$ cat src/rtl/arc_seq_ctrl.sv
// Arc segment sequencer: queues arc commands and feeds them one at a time to the
// circular interpolation engine, with pause, flush, inter-segment dwell and a watchdog.
module arc_seq_ctrl #(
    parameter int unsigned DEPTH   = 8,
    parameter int unsigned AW      = 3,
    parameter int unsigned GAP_CYC = 2,
    parameter int unsigned TIMEOUT = 65535
) (
    input  logic          pulse_clk,
    input  logic          sys_rst_l,

    input  logic          cmd_valid,
    output logic          cmd_ready,
    input  logic          cmd_direct,
    input  logic [15:0]   cmd_xs,
    input  logic [15:0]   cmd_ys,
    input  logic [15:0]   cmd_xe,
    input  logic [15:0]   cmd_ye,

    input  logic          run,
    input  logic          flush,
    input  logic          err_clr,

    output logic          eng_direct,
    output logic [15:0]   eng_xs,
    output logic [15:0]   eng_ys,
    output logic [15:0]   eng_xe,
    output logic [15:0]   eng_ye,
    output logic          eng_change_readyH,
    input  logic          eng_draw_overH,

    output logic          busy,
    output logic [AW:0]   fifo_count,
    output logic [15:0]   seg_done_cnt,
    output logic          timeout_err
);

    localparam int unsigned EW   = 65;
    localparam int unsigned WDW  = (TIMEOUT > 1) ? $clog2(TIMEOUT) : 1;
    localparam int unsigned GW   = (GAP_CYC > 1) ? $clog2(GAP_CYC) : 1;
    localparam logic [WDW-1:0] WD_LAST  = WDW'(TIMEOUT - 1);
    localparam logic [GW-1:0]  GAP_LAST = GW'((GAP_CYC > 0) ? GAP_CYC - 1 : 0);

    typedef enum logic [2:0] {
        S_IDLE,
        S_LOAD,
        S_ISSUE,
        S_WAIT,
        S_GAP,
        S_ERR
    } state_t;

    state_t r_state;
    state_t w_state_nxt;

    // ------------------------------------------------------------------
    // Command FIFO
    // ------------------------------------------------------------------
    logic [EW-1:0] r_mem [DEPTH];
    logic [AW-1:0] r_wptr;
    logic [AW-1:0] r_rptr;
    logic [AW:0]   r_count;
    logic          w_push;
    logic          w_pop;
    logic [EW-1:0] w_head;

    assign cmd_ready = (r_count < (AW+1)'(DEPTH));
    // Flush takes priority over a simultaneous push.
    assign w_push    = cmd_valid && cmd_ready && !flush;
    assign w_pop     = (r_state == S_LOAD) && (r_count != '0);
    assign w_head    = r_mem[r_rptr];

    always_ff @(posedge pulse_clk) begin
        if (w_push) begin
            r_mem[r_wptr] <= {cmd_direct, cmd_xs, cmd_ys, cmd_xe, cmd_ye};
        end
    end

    always_ff @(posedge pulse_clk or negedge sys_rst_l) begin
        if (!sys_rst_l) begin
            r_wptr  <= '0;
            r_rptr  <= '0;
            r_count <= '0;
        end else if (flush) begin
            r_wptr  <= '0;
            r_rptr  <= '0;
            r_count <= '0;
        end else begin
            if (w_push) begin
                r_wptr <= r_wptr + AW'(1);
            end
            if (w_pop) begin
                r_rptr <= r_rptr + AW'(1);
            end
            case ({w_push, w_pop})
                2'b10:   r_count <= r_count + (AW+1)'(1);
                2'b01:   r_count <= r_count - (AW+1)'(1);
                default: r_count <= r_count;
            endcase
        end
    end

    // ------------------------------------------------------------------
    // Sequencer FSM
    // ------------------------------------------------------------------
    logic [WDW-1:0] r_wd;
    logic [GW-1:0]  r_gap;
    logic           r_timeout_err;
    logic [15:0]    r_seg_done;

    logic w_issue;
    logic w_busy;
    logic w_wd_clr;
    logic w_wd_inc;
    logic w_done;
    logic w_gap_clr;
    logic w_gap_inc;
    logic w_err_set;
    logic w_err_clr;

    always_ff @(posedge pulse_clk or negedge sys_rst_l) begin
        if (!sys_rst_l) begin
            r_state <= S_IDLE;
        end else begin
            r_state <= w_state_nxt;
        end
    end

    always_comb begin
        w_state_nxt = r_state;
        w_issue     = 1'b0;
        w_busy      = 1'b0;
        w_wd_clr    = 1'b0;
        w_wd_inc    = 1'b0;
        w_done      = 1'b0;
        w_gap_clr   = 1'b0;
        w_gap_inc   = 1'b0;
        w_err_set   = 1'b0;
        w_err_clr   = 1'b0;
        unique case (r_state)
            S_IDLE: begin
                // A flush in the same cycle would leave nothing valid to load.
                if (run && (r_count != '0) && !flush) begin
                    w_state_nxt = S_LOAD;
                end
            end
            S_LOAD: begin
                w_busy      = 1'b1;
                w_state_nxt = S_ISSUE;
            end
            S_ISSUE: begin
                w_busy      = 1'b1;
                w_issue     = 1'b1;
                w_wd_clr    = 1'b1;
                w_state_nxt = S_WAIT;
            end
            S_WAIT: begin
                w_busy = 1'b1;
                if (eng_draw_overH) begin
                    w_done = 1'b1;
                    if (GAP_CYC == 0) begin
                        w_state_nxt = S_IDLE;
                    end else begin
                        w_gap_clr   = 1'b1;
                        w_state_nxt = S_GAP;
                    end
                end else if (r_wd == WD_LAST) begin
                    w_err_set   = 1'b1;
                    w_state_nxt = S_ERR;
                end else begin
                    w_wd_inc = 1'b1;
                end
            end
            S_GAP: begin
                w_busy = 1'b1;
                if (r_gap == GAP_LAST) begin
                    w_state_nxt = S_IDLE;
                end else begin
                    w_gap_inc = 1'b1;
                end
            end
            S_ERR: begin
                if (err_clr) begin
                    w_err_clr   = 1'b1;
                    w_state_nxt = S_IDLE;
                end
            end
            default: begin
                w_state_nxt = S_IDLE;
            end
        endcase
    end

    // ------------------------------------------------------------------
    // Datapath registers
    // ------------------------------------------------------------------
    logic        r_eng_direct;
    logic [15:0] r_eng_xs;
    logic [15:0] r_eng_ys;
    logic [15:0] r_eng_xe;
    logic [15:0] r_eng_ye;

    // Operands change only on a load, so they stay stable for the whole segment.
    always_ff @(posedge pulse_clk or negedge sys_rst_l) begin
        if (!sys_rst_l) begin
            r_eng_direct <= 1'b0;
            r_eng_xs     <= '0;
            r_eng_ys     <= '0;
            r_eng_xe     <= '0;
            r_eng_ye     <= '0;
        end else if (w_pop) begin
            {r_eng_direct, r_eng_xs, r_eng_ys, r_eng_xe, r_eng_ye} <= w_head;
        end
    end

    always_ff @(posedge pulse_clk or negedge sys_rst_l) begin
        if (!sys_rst_l) begin
            r_wd          <= '0;
            r_gap         <= '0;
            r_timeout_err <= 1'b0;
            r_seg_done    <= '0;
        end else begin
            if (w_wd_clr) begin
                r_wd <= '0;
            end else if (w_wd_inc) begin
                r_wd <= r_wd + WDW'(1);
            end
            if (w_gap_clr) begin
                r_gap <= '0;
            end else if (w_gap_inc) begin
                r_gap <= r_gap + GW'(1);
            end
            if (w_err_set) begin
                r_timeout_err <= 1'b1;
            end else if (w_err_clr) begin
                r_timeout_err <= 1'b0;
            end
            if (w_done) begin
                r_seg_done <= r_seg_done + 16'd1;
            end
        end
    end

    assign eng_direct        = r_eng_direct;
    assign eng_xs            = r_eng_xs;
    assign eng_ys            = r_eng_ys;
    assign eng_xe            = r_eng_xe;
    assign eng_ye            = r_eng_ye;
    assign eng_change_readyH = w_issue;
    assign busy              = w_busy;
    assign fifo_count        = r_count;
    assign seg_done_cnt      = r_seg_done;
    assign timeout_err       = r_timeout_err;

endmodule

$ cat config.mk
export PLATFORM = sky130hd
export DESIGN_NAME = arc_seq_ctrl
export DESIGN_NICKNAME = d
export VERILOG_FILES = /design/src/rtl/arc_seq_ctrl.sv
export SDC_FILE = /design/constraint.sdc
export NUM_CORES = 1
export LEC_CHECK = 0
export ABC_AREA = 1
export BUFFER_PORTS_ARGS = -buffer_cell sky130_fd_sc_hd__buf_2
export CAP_MARGIN = 10
export CORE_ASPECT_RATIO = 1.1
export CORE_MARGIN = 5
export CORE_UTILIZATION = 50
export DETAILED_ROUTE_END_ITERATION = 12
export PLACE_DENSITY_LB_ADDON = 0.15
export SLEW_MARGIN = 20
export SYNTH_ARGS = -nofsm -noshare
export SYNTH_HDL_FRONTEND = slang
export SYNTH_SLANG_ARGS = --single-unit
$ cat constraint.sdc
create_clock -name pulse_clk -period 9.4 [get_ports pulse_clk]
set_input_delay 0.47 -clock pulse_clk [delete_from_list [all_inputs] [get_ports pulse_clk]]
set_output_delay 0.47 -clock pulse_clk [all_outputs]
set_load 0.1 [all_outputs]
; Word-level counts from Yosys, hierarchy flattened
; Memory sizes are Yosys's and may differ from the RTL's. A register that Yosys moved wholly into a read port is not among the register bits.
; Cells that the tools add are included.
[op_classes]
muxes = 34
addsub = 7
reduce_logical = 17
n_lt_le_gt_ge = 1
n_eq_ne = 12
[ops]
columns = cell, n
row1 = $add 16x1->16 const B, 2
row2 = $mux 16, 2
row3 = $mux 3, 9
row4 = $mux 1, 20
row5 = $pmux 3 s6, 1
row6 = $eq 16x16->1 const B, 1
row7 = $reduce_bool 2->1, 5
row8 = $pmux 4 s2, 1
row9 = $add 3x1->3 const B, 2
row10 = $eq 3x2->1 const B, 2
row11 = $eq 3x3->1 const B, 2
row12 = $ne 2x2->1 const B, 3
row13 = $logic_and 1x1->1, 5
row14 = $add 4x1->4 const B, 1
row15 = $lt 4x4->1 const B, 1
row16 = $mux 4, 1
row17 = $reduce_and 4->1, 1
row18 = $reduce_bool 4->1, 1
row19 = $reduce_or 4->1, 1
row20 = $sub 4x1->4 const B, 1
row21 = $eq 3x1->1 const B, 1
row22 = $logic_not 3->1, 1
row23 = $ne 3x3->1 const B, 1
row24 = $reduce_bool 3->1, 1
row25 = other kinds (4), 5
[totals]
memories = 1
wordCells = 80
ram_bits = 520
output_inout_bits = 89
input_bits = 72
regBits = 47
[mem_list]
columns = name, depth, width, read_ports, rd_clocked_by_memory_dff, wr, line
row1 = r_mem, 8, 65, 1, 1, 1, 59  ; logic [EW-1:0] r_mem [DEPTH];

; Depth between registers and ports, before layout
[logic_depth]
ltp_word = 6
ltp_mapped = 13
mapped_depth_nobuf = 13

; Worst setup path after synthesis
; OpenSTA, ideal clock, no wires.
[synth_path]
kind = reg2reg
from = reg r_count[3], in the netlist fifo_count[3]
to = mem r_mem[0][0] (enable)
n_path_buf = 0
path_slack_ps = 4091
t_arrival_ps = 4820
stages_incl_launch_ff = 6
t_required_ps = 8912
period_less_slack_ps = 5309
setup_ps = 488
path_cell_list = dfrtp_1 -> inv_1 -> nand3_1 -> inv_1 -> nand2_1 -> nor2_1
[synth_between]
elab_chain_len = 5
[synth_lines]
columns = item, line
row1 = "start, declared", 62  ; logic [AW:0] r_count;
row2 = "start signal, assigned", 96  ; 2'b10: r_count <= r_count + (AW+1)'(1);
row3 = "start signal, assigned", 97  ; 2'b01: r_count <= r_count - (AW+1)'(1);
row4 = "start signal, assigned", 98  ; default: r_count <= r_count;
row5 = $lt 4x4->1, 67  ; assign cmd_ready = (r_count < (AW+1)'(DEPTH));
row6 = via cmd_ready, 13  ; output logic cmd_ready,
row7 = $logic_and 1x1->1 (2 in a row), 69  ; assign w_push = cmd_valid && cmd_ready && !flush;
row8 = $mux 1, 74  ; if (w_push) begin
row9 = $mux 1 (not written as such), 75  ; r_mem[r_wptr] <= {cmd_direct, cmd_xs, cmd_ys, cmd_xe, cmd_ye};
row10 = "end, declared", 59
; The timed path passes the listed nets, and every way through them passes these cells.

==> out/qor.yml <==
ys.flop_type: "edfxtp_1"
critical_path_class: "register to register"
worstHoldPathCells: 2
muxShareOfSynthArea_pct: 0
drt_first_iter_violations: 1471
pin_count: 161
power_report.internal_total_mw: 5.25
avgRoutedWirePerCell_um: 21.8
detailroute.via_count: 15800
yosysMostFrequentCell: "edfxtp_1"
post-layout-total-power_mw: 8.75
ys_async_sr_fraction_pct: 17.7
grt-ovfl-total: 0
worst-slew-pin-transition_ns: 1.10
synth-edff-count: 520
run_status: "complete, no violations"
peakVddDrop_mv: 0.220
timing.critical_path.to: "eng_ye[2]"
drtAntennaViolNets: 0
drv_slew: 0
power.share.combinational_pct: 31.3
tritoncts: "built"
synth-compound-area-share_pct: 11.1
cts_inserted_buffers: 66
wire_length_of_the_first_global_routing_pass_um: 93000
detailedRoute.firstPassIterationCount: 5
synth.top_cells.by_count: "edfxtp_1 (520), nor2_1 (317), o21ai_0 (297), nand2_1 (200), dfrtp_1 (112)"
dieHeight_um: 243
cts_root_buf: "clkbuf_16"
critical_path.top_delay_family: "buffers and inverters"
htree_num_levels: 3
worst-path-max-fanout: 101
critical-path-max-stage-delay_ns: 1.11
grt_antenna_before_repair: 12
synthSimpleGateAreaFrac_pct: 10.5
grt.total_usage_pct: 22.0
fin_crit_ns: 3.56
worst-path-buf-inv: 2
timing_hold_violations_final: 0
synth.lib_cells_used.distinct: 33
final.setup.tns_ns: 0
syn_inst: 1914
post_cts_setup_buffers: 0
ys_top_cells_by_area: "edfxtp_1 (63%), dfrtp_1 (11%), o21ai_0 (6.0%), nor2_1 (4.8%), o221ai_1 (3.4%)"
cts_sinks: 632
worst_ep_required_time_ns: 9.90
power_switching_share_pct: 40.0
floorplan.die_area_um2: 54000
worst-r2r-setup-slack_ns: 5.84
largest_net_degree_at_the_start_of_global_routing: 152
power_frac_clock_pct: 28.4
yosys_warnings: 0
cp-startpoint: "r_rptr[0]"
fmaxAchievable_mhz: 281
setup_repair_after_global_routing_missed_its_margin: "false"
synthesis.area_um2: 24700
rows: 85
fp.dieW_um: 222
hpwl_um: 30700
floorplan.initialDensity_pct: 50.5
yosys.area_share.xor_xnor_pct: 0.638
power.leakage_nw: 10.1
setup-violations-final: 0
detail_route.vias_per_cell: 5.73
startpoint_type: "register"
crit_cells: 6
avgSynthCellArea_um2: 12.9
power_spent_charging_and_discharging_nets_mw: 3.50
fin_worst_hold_slack_ns: 0.0808
fin_crit_sh_pct: 37.8
core_area_um2: 48900
final_weighted_congestion_in_routability_driven_placement: 0.844
clk_path_buf_depth: 3
wl_um: 60100
yosys.area.top_type: "edfxtp_1"
worstReg2RegStart: "r_rptr[0]"
synth_seq_area_share_pct: 74.6
r2r_cells: 6
crit-reg2reg-capture: "eng_ye[2]"
layout-drive-gt1-share_pct: 14.5
timing.slew.headroom_pct: 26.9
synth-seq-cells: 632
hold_path.class: "input pin to register"
synth_fp_nets: 1993
synth_top_family_by_area: "compound AO/OA/AOI/OAI gates"
count_of_unresolved_drc_violations_after_routing: 0
share_seq_of_total_power_pct: 40.2
cellPowerDensity_nw_per_um2: 311
worst_setup_path_end_kind: "register"
placement.io_buffers: 160
layout-area-overhead-vs-synth_pct: 13.7
synth-adder-area-share_pct: 0.355
synth_top_area_share_pct: 63.2
grt_pass1_vias: 16000
worstSkewPairLatency_ns: 0.59
worst_path_max_delay_cell: "dfrtp_4"
layout.nets: 2126
clk_pin_slew_ns: 0.06
crit_arrival_ns: 4.06
crit_path_cell_trace: "buf_4, buf_4, o21ai_0, o22ai_1, o21ai_0, o21ai_1"
timing.clock.skew_ns: 0.0266
maxCapViolations: 0
-- routing by layer --
| layer | global-route usage, % | share of wire [%] | wire length, um | vias up |
|---|---|---|---|---|
| met1 | 30.6 | 44 | 26400 | 7934 |
| met5 | 0 | 0.093 | 56 | - |
| met2 | 35.6 | 48 | 28700 | 486 |
| met3 | 4.41 | 6.5 | 3900 | 94 |
| met4 | 6.44 | 1.8 | 1060 | 10 |
| li1 | - | - | - | 7281 |
-- power groups by stage --
| stage | sequential (mW) | combinational (mW) | clock [mW] |
|---|---|---|---|
| after global routing | 3.55 | 2.95 | 2.66 |
| after detailed placement | 3.57 | 2.76 | 0 |
| final | 3.52 | 2.74 | 2.49 |
| after global placement | 3.57 | 2.71 | 0 |
| after CTS | 3.52 | 2.76 | 2.53 |
| after floorplan | 4.50 | 1.18 | 0 |
-- worst reg2reg max path, delay by kind of cell, from the launching register on --
kind | cells | cell delay [ns]
AOI/OAI and AO/OA | 4 | 0.72
DFF | 1 | 1.11
buffers and inverters | 2 | 1.66
-- cells by family after synthesis --
family,Yosys count
DFF,632
and+or+nand+nor,628
AOI/OAI and AO/OA,464
adders and majority gates,7
buffers and inverters,165
xor gates and xnor gates,18
-- area by class of cell --
class	instances	area [um^2]
Antenna cell	6	15.0
Clock buffer	96	1880
Clock inverter	23	173
Fill cell	3955	20800
Inverter	50	196
Multi-Input combinational cell	1117	5640
Sequential cell	632	18400
Tap cell	652	816
Timing Repair Buffer	180	956
-- sequential cells by signal, summed over array words and instances, names as in the netlist, 3 cells and up --
| register | cells |
|---|---|
| r_rptr | 3 |
| eng_xs | 16 |
| seg_done_cnt | 16 |
| fifo_count | 4 |
| r_mem | 520 |
| r_wptr | 3 |
| r_wd | 16 |
| r_state | 3 |
| eng_xe | 16 |
| eng_ye | 16 |
| eng_ys | 16 |
-- worst min path at each step --
stage / start / to / slack [ns]
global route: flush / r_rptr[1] / 0.08
floorplan: sys_rst_l / eng_direct / 0.17
CTS: flush / r_rptr[1] / 0.05
global placement: sys_rst_l / eng_xe[2] / 0.33
finish: flush / r_rptr[1] / 0.08
detailed placement: sys_rst_l / eng_xe[2] / 0.33
-- per-stage QoR --
stage | util (%) | instance area (um^2) | cells | worst slack, ns
3_5_place_dp | 53.2 | 26000 | 2630 | 5.78
6_report | 57.4 | 28100 | 2756 | 5.84
3_3_place_gp | 53.2 | 26000 | 2630 | 5.92
2_1_floorplan | - | 24700 | 1914 | 4.09
4_1_cts | 57.4 | 28100 | 2750 | 5.75
5_1_grt | 57.4 | 28100 | 2752 | 5.54
-- cells in the final DEF, fill, tap and decap left out, types with 3 or more instances in the layout --
master,n
nand3_1,70
nand2_1,200
clkbuf_8,5
ha_1,7
o22ai_1,34
clkinv_2,8
o21ai_1,23
edfxtp_1,520
o221ai_1,96
o21ai_0,297
clkbuf_16,69
clkinvlp_4,4
diode_2,6
xnor2_1,6
nor2_2,4
inv_1,43
nor3_2,3
nor2_1,309
clkbuf_1,22
buf_4,20
nor2_4,12
nor3_1,14
xor2_1,12
clkinv_1,8
buf_2,159
nand4_1,9
a21oi_1,7
inv_2,5
dfrtp_1,109
nand3_2,3
-- what timing repair did --
item	4_1_cts	5_1_grt
hold buffers	1	0
hold endpoints to repair	10	0
resized for setup	0	0
setup endpoints to repair	0	0
Note: power is estimated with default switching activity, not from simulation.
